===== src/rtl/mem_access_unit_pkg.sv =====
// Shared pipeline definitions: opcode constants, instruction field positions and
// the memory-access state encoding used by the memory-stage controller.
package mem_access_unit_pkg;

   localparam int OPCODE_MSB = 31;
   localparam int OPCODE_LSB = 27;

   localparam logic [4:0] OP_LW = 5'b01000;
   localparam logic [4:0] OP_SW = 5'b00111;

   typedef enum logic [1:0] {
      ST_IDLE = 2'd0,
      ST_WAIT = 2'd1,
      ST_DONE = 2'd2
   } mau_state_e;

   function automatic logic [4:0] opcode_of(input logic [31:0] instruction);
      return instruction[OPCODE_MSB:OPCODE_LSB];
   endfunction

endpackage


===== src/rtl/mem_wait_timer.sv =====
// Saturating wait counter for the data-memory handshake; expired flags the
// last permitted wait cycle so the controller can abandon the access.
module mem_wait_timer #(
   parameter int TIMEOUT = 16,
   parameter int CNT_W   = $clog2(TIMEOUT) + 1
) (
   input  logic             clock,
   input  logic             reset,
   input  logic             clear,
   input  logic             load,
   input  logic [CNT_W-1:0] load_value,
   input  logic             enable,
   output logic             expired
);

   localparam logic [CNT_W-1:0] LAST_CNT = CNT_W'(TIMEOUT - 1);
   localparam logic [CNT_W-1:0] MAX_CNT  = {CNT_W{1'b1}};

   logic [CNT_W-1:0] count;

   always_ff @(posedge clock or negedge reset) begin
      if (!reset) begin
         count <= '0;
      end else if (clear) begin
         count <= '0;
      end else if (load) begin
         count <= load_value;
      end else if (enable && (count != MAX_CNT)) begin
         count <= count + CNT_W'(1);
      end
   end

   assign expired = (count >= LAST_CNT);

endmodule


===== src/rtl/mem_access_unit.sv =====
// Memory-stage data-memory port controller: issues one req/ack access per lw/sw,
// stalls the pipeline until it completes, and loads the memory/writeback register.
//
// state   | meaning
// --------+-----------------------------------------------------------
// IDLE    | no access in flight; non-memory ops pass straight to W
// WAIT    | dmem_req high, waiting for dmem_ack or the timeout
// DONE    | access finished; held instruction retires into W once
module mem_access_unit
   import mem_access_unit_pkg::*;
#(
   parameter int TIMEOUT = 16
) (
   input  logic        clock,
   input  logic        reset,
   input  logic        m_valid,
   input  logic [31:0] m_instruction,
   input  logic [31:0] m_address,
   input  logic [31:0] m_store_data,
   output logic        stall,
   output logic        dmem_req,
   output logic        dmem_we,
   output logic [31:0] dmem_addr,
   output logic [31:0] dmem_wdata,
   input  logic        dmem_ack,
   input  logic [31:0] dmem_rdata,
   output logic        w_valid,
   output logic [31:0] w_instruction,
   output logic [31:0] w_data,
   output logic        mem_error
);

   localparam int CNT_W = $clog2(TIMEOUT) + 1;

   mau_state_e  state_q, state_d;
   logic [31:0] load_buf;
   logic        is_lw, is_sw, mem_op;
   logic        timer_clear, timer_en, timer_expired;

   assign is_lw  = (opcode_of(m_instruction) == OP_LW);
   assign is_sw  = (opcode_of(m_instruction) == OP_SW);
   assign mem_op = m_valid && (is_lw || is_sw);

   mem_wait_timer #(
      .TIMEOUT (TIMEOUT),
      .CNT_W   (CNT_W)
   ) u_wait_timer (
      .clock      (clock),
      .reset      (reset),
      .clear      (timer_clear),
      .load       (1'b0),
      .load_value ({CNT_W{1'b0}}),
      .enable     (timer_en),
      .expired    (timer_expired)
   );

   always_ff @(posedge clock or negedge reset) begin
      if (!reset) begin
         state_q <= ST_IDLE;
      end else begin
         state_q <= state_d;
      end
   end

   always_comb begin
      state_d     = state_q;
      stall       = 1'b0;
      timer_clear = 1'b0;
      timer_en    = 1'b0;
      case (state_q)
         ST_IDLE: begin
            if (mem_op) begin
               stall       = 1'b1;
               timer_clear = 1'b1;
               state_d     = ST_WAIT;
            end
         end
         ST_WAIT: begin
            stall    = 1'b1;
            timer_en = 1'b1;
            if (dmem_ack || timer_expired) begin
               state_d = ST_DONE;
            end
         end
         ST_DONE: begin
            state_d = ST_IDLE;
         end
         default: begin
            state_d = ST_IDLE;
         end
      endcase
   end

   // Datapath registers; ack wins over the timeout when both land together.
   always_ff @(posedge clock or negedge reset) begin
      if (!reset) begin
         dmem_req      <= 1'b0;
         dmem_we       <= 1'b0;
         dmem_addr     <= '0;
         dmem_wdata    <= '0;
         load_buf      <= '0;
         w_valid       <= 1'b0;
         w_instruction <= '0;
         w_data        <= '0;
         mem_error     <= 1'b0;
      end else begin
         case (state_q)
            ST_IDLE: begin
               if (mem_op) begin
                  dmem_req   <= 1'b1;
                  dmem_we    <= is_sw;
                  dmem_addr  <= m_address;
                  dmem_wdata <= m_store_data;
                  w_valid    <= 1'b0;
               end else begin
                  w_valid       <= m_valid;
                  w_instruction <= m_instruction;
                  w_data        <= m_address;
               end
            end
            ST_WAIT: begin
               w_valid <= 1'b0;
               if (dmem_ack) begin
                  dmem_req <= 1'b0;
                  load_buf <= dmem_rdata;
               end else if (timer_expired) begin
                  dmem_req  <= 1'b0;
                  load_buf  <= '0;
                  mem_error <= 1'b1;
               end
            end
            ST_DONE: begin
               w_valid       <= 1'b1;
               w_instruction <= m_instruction;
               w_data        <= is_lw ? load_buf : m_address;
            end
            default: begin
               dmem_req <= 1'b0;
            end
         endcase
      end
   end

endmodule


===== config.mk =====
export PLATFORM = sky130hd
export DESIGN_NAME = mem_access_unit
export DESIGN_NICKNAME = d
export VERILOG_FILES = /design/src/rtl/mem_access_unit_pkg.sv /design/src/rtl/mem_wait_timer.sv /design/src/rtl/mem_access_unit.sv
export SDC_FILE = /design/constraint.sdc
export NUM_CORES = 1
export LEC_CHECK = 0
export ABC_AREA = 1
export CORE_MARGIN = 2
export CORE_UTILIZATION = 45
export DETAILED_ROUTE_END_ITERATION = 8
export MAX_ROUTING_LAYER = met4
export PLACE_DENSITY_LB_ADDON = 0.12
export SYNTH_ARGS = -nofsm -noshare
export SYNTH_HDL_FRONTEND = slang
export SYNTH_SLANG_ARGS = --single-unit
export TNS_END_PERCENT = 5

===== constraint.sdc =====
create_clock -name clock -period 2.2 [get_ports clock]
set_input_delay 0.44 -clock clock [delete_from_list [all_inputs] [get_ports clock]]
set_output_delay 0.44 -clock clock [all_outputs]
set_load 0.005 [all_outputs]

==> results.md <==
Yosys:
- The mapped cell area is 7430 sq um.
- The number of standard cells after synthesis is 895.
- The post-synthesis cell type count is 21.
- The synthesized net count is 1034.
- The average cell area after synthesis is 8.30 sq um.
- Yosys printed 0 warnings.
- In the post-synthesis netlist, the biggest area contributors are dfrtp_1, nand2_1, nand3_1.
- In this run, synthesis produced a sequential element count of 171.
- The top cell type's share of synthesized area is 57.6%.
- The share of the yosys chip area belonging to registers is 57.6%.
- dfrtp_1 takes more of the synthesized area than any other cell.

Timing:
- The transition time at the pin with the least slew margin is around 0.52 ns.
- The number of hold violations in the final report is 0.
- The period utilization is 97.1%.
- After layout, the worst setup slack is 0.0645 ns.
- The worst path in the final design needs a cycle of between 2 and 2.5 ns, including I/O delays and setup.
- The number of max-slew violations in the final report was 0.
- The highest attainable clock frequency is 468 MHz.
- The clock arrives with 0.00617 ns of skew.
- Setup repair after global routing left no endpoint under its margin.
- Setup violations remaining at the end of the flow were counted as 0.
- The tightest slew margin relative to the limit is 65.2%.

Clock network:
- The clock drives around 170 sinks.
- The source-to-sink clock delay at the later pin of the worst-skew pair is 0.42 ns.
- The number of clock buffers added by TritonCTS is 17.
- The number of H-tree branching levels is 4.
- The worst-case clock buffer depth is 2.
- The clock transition time at the flip-flop clock pins of the worst setup and hold paths is 0.06 ns.
- CTS placed an instance of clkbuf_16 at the clock tree root.
- The TritonCTS clock tree is done.

Layout:
- The number of nets in the layout is roughly 1300.
- From synthesis to final layout, the design area changed by 48.9%.
- The multi-input logic area is 2770 sq um.
- The post-route netlist has 6.51% of its cells at a drive strength greater than 1.
- The final cell area excluding filler cells is between 10000 and 15000 sq um.
- The number of fill cells is between 1000 and 1500.
- Across the whole layout, storage elements account for 4280 sq um.

Pwr:
- The highest ir drop seen on vdd is 0.000670 V.
- The analysis attributes to cell leakage a power of 5.57 nW.
- The design draws 0.0148 W.
- The power density over the cells is between 1000 and 1500 nW/um^2.

Placed design:
- The final HPWL from detailed placement is 15300 microns.
- The post-placement cell area is 10400 sq um.
- The number of port buffers is 264.
- The pre-CTS worst setup slack is -0.269 ns.
- At the end of routability-driven placement, the weighted congestion stood at 0.831.

GRT:
- Entering global routing, the biggest net connects 49 pins.
- The total congestion overflow after global routing is 0.
- The wire length of the first global-routing pass is roughly 37000 microns.
- The global routing usage summed across all routing layers is about 27%.
- The number of antenna violations at the first check in global routing came to 2.
- The via count of the first global-routing pass is 7026.

Setup path:
- At the worst endpoint, the arrival time is ~1.7 ns.
- STA classifies the critical path endpoint as an output port.
- Walking the worst path, the cells encountered are clkdlybuf4s50_1, buf_4, nor2_4, nand3_1, nand2_2, nand3_4, nand2_1, dlygate4sd2_1.
- In this run the critical register-to-register path is captured at load_buf[8]$_DFFE_PN0P_.
- The highest fanout seen on the critical path is 2.
- The master of the slowest instance on the critical path is clkdlybuf4s50_1.
- Counting both buffers and inverters, the worst setup path holds a total of 3.
- The required time at the endpoint of the critical path is between 1.5 and 2 ns.
- The reg-to-reg critical path startpoint is u_wait_timer.count[0]$_DFFE_PN0P_.
- The worst setup slack for register-to-register paths is around 0.23 ns.
- The worst register-to-register path has a depth of 11.
- The critical path is of the primary input to output port type.
- The worst setup path is launched from a primary input.
- In this design, the largest share of critical-path delay is due to buffers and inverters.
- On the worst path, the slowest cell contributes a delay of 0.43 ns.

Job:
- The max-cap check violation count is 0.

Floorplan:
- Measured along the x axis, the die boundary spans ~130 microns.
- After floorplanning, the core was divided into 46 placement rows.
- The die boundary height is 133 microns.
- The total die area is 17600 sq um.
- The initial utilization of the core area, before any placement, comes to 46.4%.
- The top-level port count is between 200 and 300.
- The placeable core area is 16000 sq um.

Detailed routing:
- The detailed-route vias per instance is 5.02.
- The number of routed nets with antenna violations is 0.
- For this run, design rule violations remaining after detail routing come to 0.
- The mean routed wirelength per cell is 16.2 microns.
- The via total after detailed routing is 6948.
- The number of DRC violations after detailed-routing iteration 0 is 448.
- The total wirelength of the detailed-routed design is 22400 microns.
- The pre-antenna-repair detailed-routing pass consisted of 5 iterations.

Min path:
- In this run the most critical hold path is launched from m_instruction[30].
- The worst hold path was traced through 3 stages.
- The endpoint of the worst hold path is w_instruction[30]$_DFFE_PN0P_.
- The min-delay analysis places its worst path in the category primary input to flip-flop.

Outcome:
- The run finished with clean final reports.
-- cells in the mapped netlist (all sizes together) --
master	instances
a21o	1
a21oi	1
a22oi	1
buf	43
clkbuf	16
dfrtp	171
ha	7
inv	20
nand2	479
nand3	104
nand4	35
nor2	9
nor3	1
o21ai	3
or2	3
xor2	1
-- cells by family (layout without fill, tap and decap cells) --
kind of cell	after synthesis	count (layout)	share of synthesized area, %
buf+inv	79	351	5.42
compound gates	6	6	0.471
flops	171	171	57.6
other cells	0	2	0
xor+xnor	1	1	0.118
fa+ha+maj	7	7	1.18
simple gates	631	631	35.2
-- through the flow --
stage / util [%] / TNS [ns] / instances / hold WS (ns)
after floorplan: - / 0 / 895 / 0.144
after detailed placement: 65.0 / -20.51 / 1349 / 0.347
after global routing: 69.2 / 0 / 1385 / 0.450
after CTS: 69.1 / 0 / 1383 / 0.443
final: 69.2 / 0 / 1385 / 0.451
after global placement: 65.0 / -16.52 / 1349 / 0.348
-- cell type report --
class | instances | share of cell area, %
Antenna cell | 2 | 0.0452
Clock buffer | 18 | 3.88
Clock inverter | 14 | 1.96
Inverter | 20 | 0.678
Multi-Input combinational cell | 645 | 25.1
Sequential cell | 171 | 38.7
Tap cell | 216 | 2.44
Timing Repair Buffer | 299 | 27.3
-- how the worst max path moves through the flow --
stage,start,to,slack (ns),depth (start not counted)
6_report,m_instruction[28],stall,0.06,8
4_1_cts,m_instruction[28],stall,0.07,8
2_1_floorplan,u_wait_timer.count[0]$_DFFE_PN0P_,load_buf[10]$_DFFE_PN0P_,0.42,11
3_5_place_dp,m_instruction[30],stall,-0.27,8
5_1_grt,m_instruction[28],stall,0.003,8
3_3_place_gp,m_instruction[30],stall,-0.23,8
-- where the power goes --
| part | internal (W) | leakage [nW] | switching (W) | total (W) |
|---|---|---|---|---|
| combinational | 0.00324 | 3.13 | 0.00275 | 0.00599 |
| clock | 0.00203 | 0.315 | 0.00128 | 0.00330 |
| sequential | 0.00466 | 2.12 | 0.000823 | 0.00548 |
-- flip-flops by register name, summed over array words and instances (netlist names), 2 cells and up --
name and cells:
dmem_addr 32, dmem_wdata 32, load_buf 32, state_q 2, u_wait_timer.count 5, w_data 32
w_instruction 32
-- routing by layer --
layer / global-route usage (%) / vias to the layer above / part of all wire (%)
li1: - / 3348 / -
met5: - / - / 0
met4: 10.5 / 0 / 2.7
met2: 43.5 / 234 / 49
met1: 34.2 / 3326 / 42
met3: 5.71 / 40 / 6.2
-- tightest hold or removal path, stage by stage --
cell and delay, ns:
dlygate4sd2_1 0.25, nand3_1 0.09, nand2_1 0.06
-- cells in the final DEF (no fill, tap or decap), drive strengths merged --
master,instances
nand4,35
nor2,9
dlygate4sd2,3
nor3,1
ha,7
clkdlybuf4s50,260
xor2,1
o21ai,3
clkinv,5
nand3,104
a22oi,1
buf,35
clkinvlp,1
bufinv,5
clkbuf,18
a21o,1
dfrtp,171
dlygate4sd3,1
diode,2
nand2,479
or2,3
inv,23
a21oi,1
-- what timing repair did --
item,4_1_cts,5_1_grt
setup endpoints to repair,1,0
buffers inserted,1,0
gates resized for setup,5,0
hold endpoints to repair,26,0
hold buffers,1,0
Note: power is estimated with default switching activity, not from simulation.
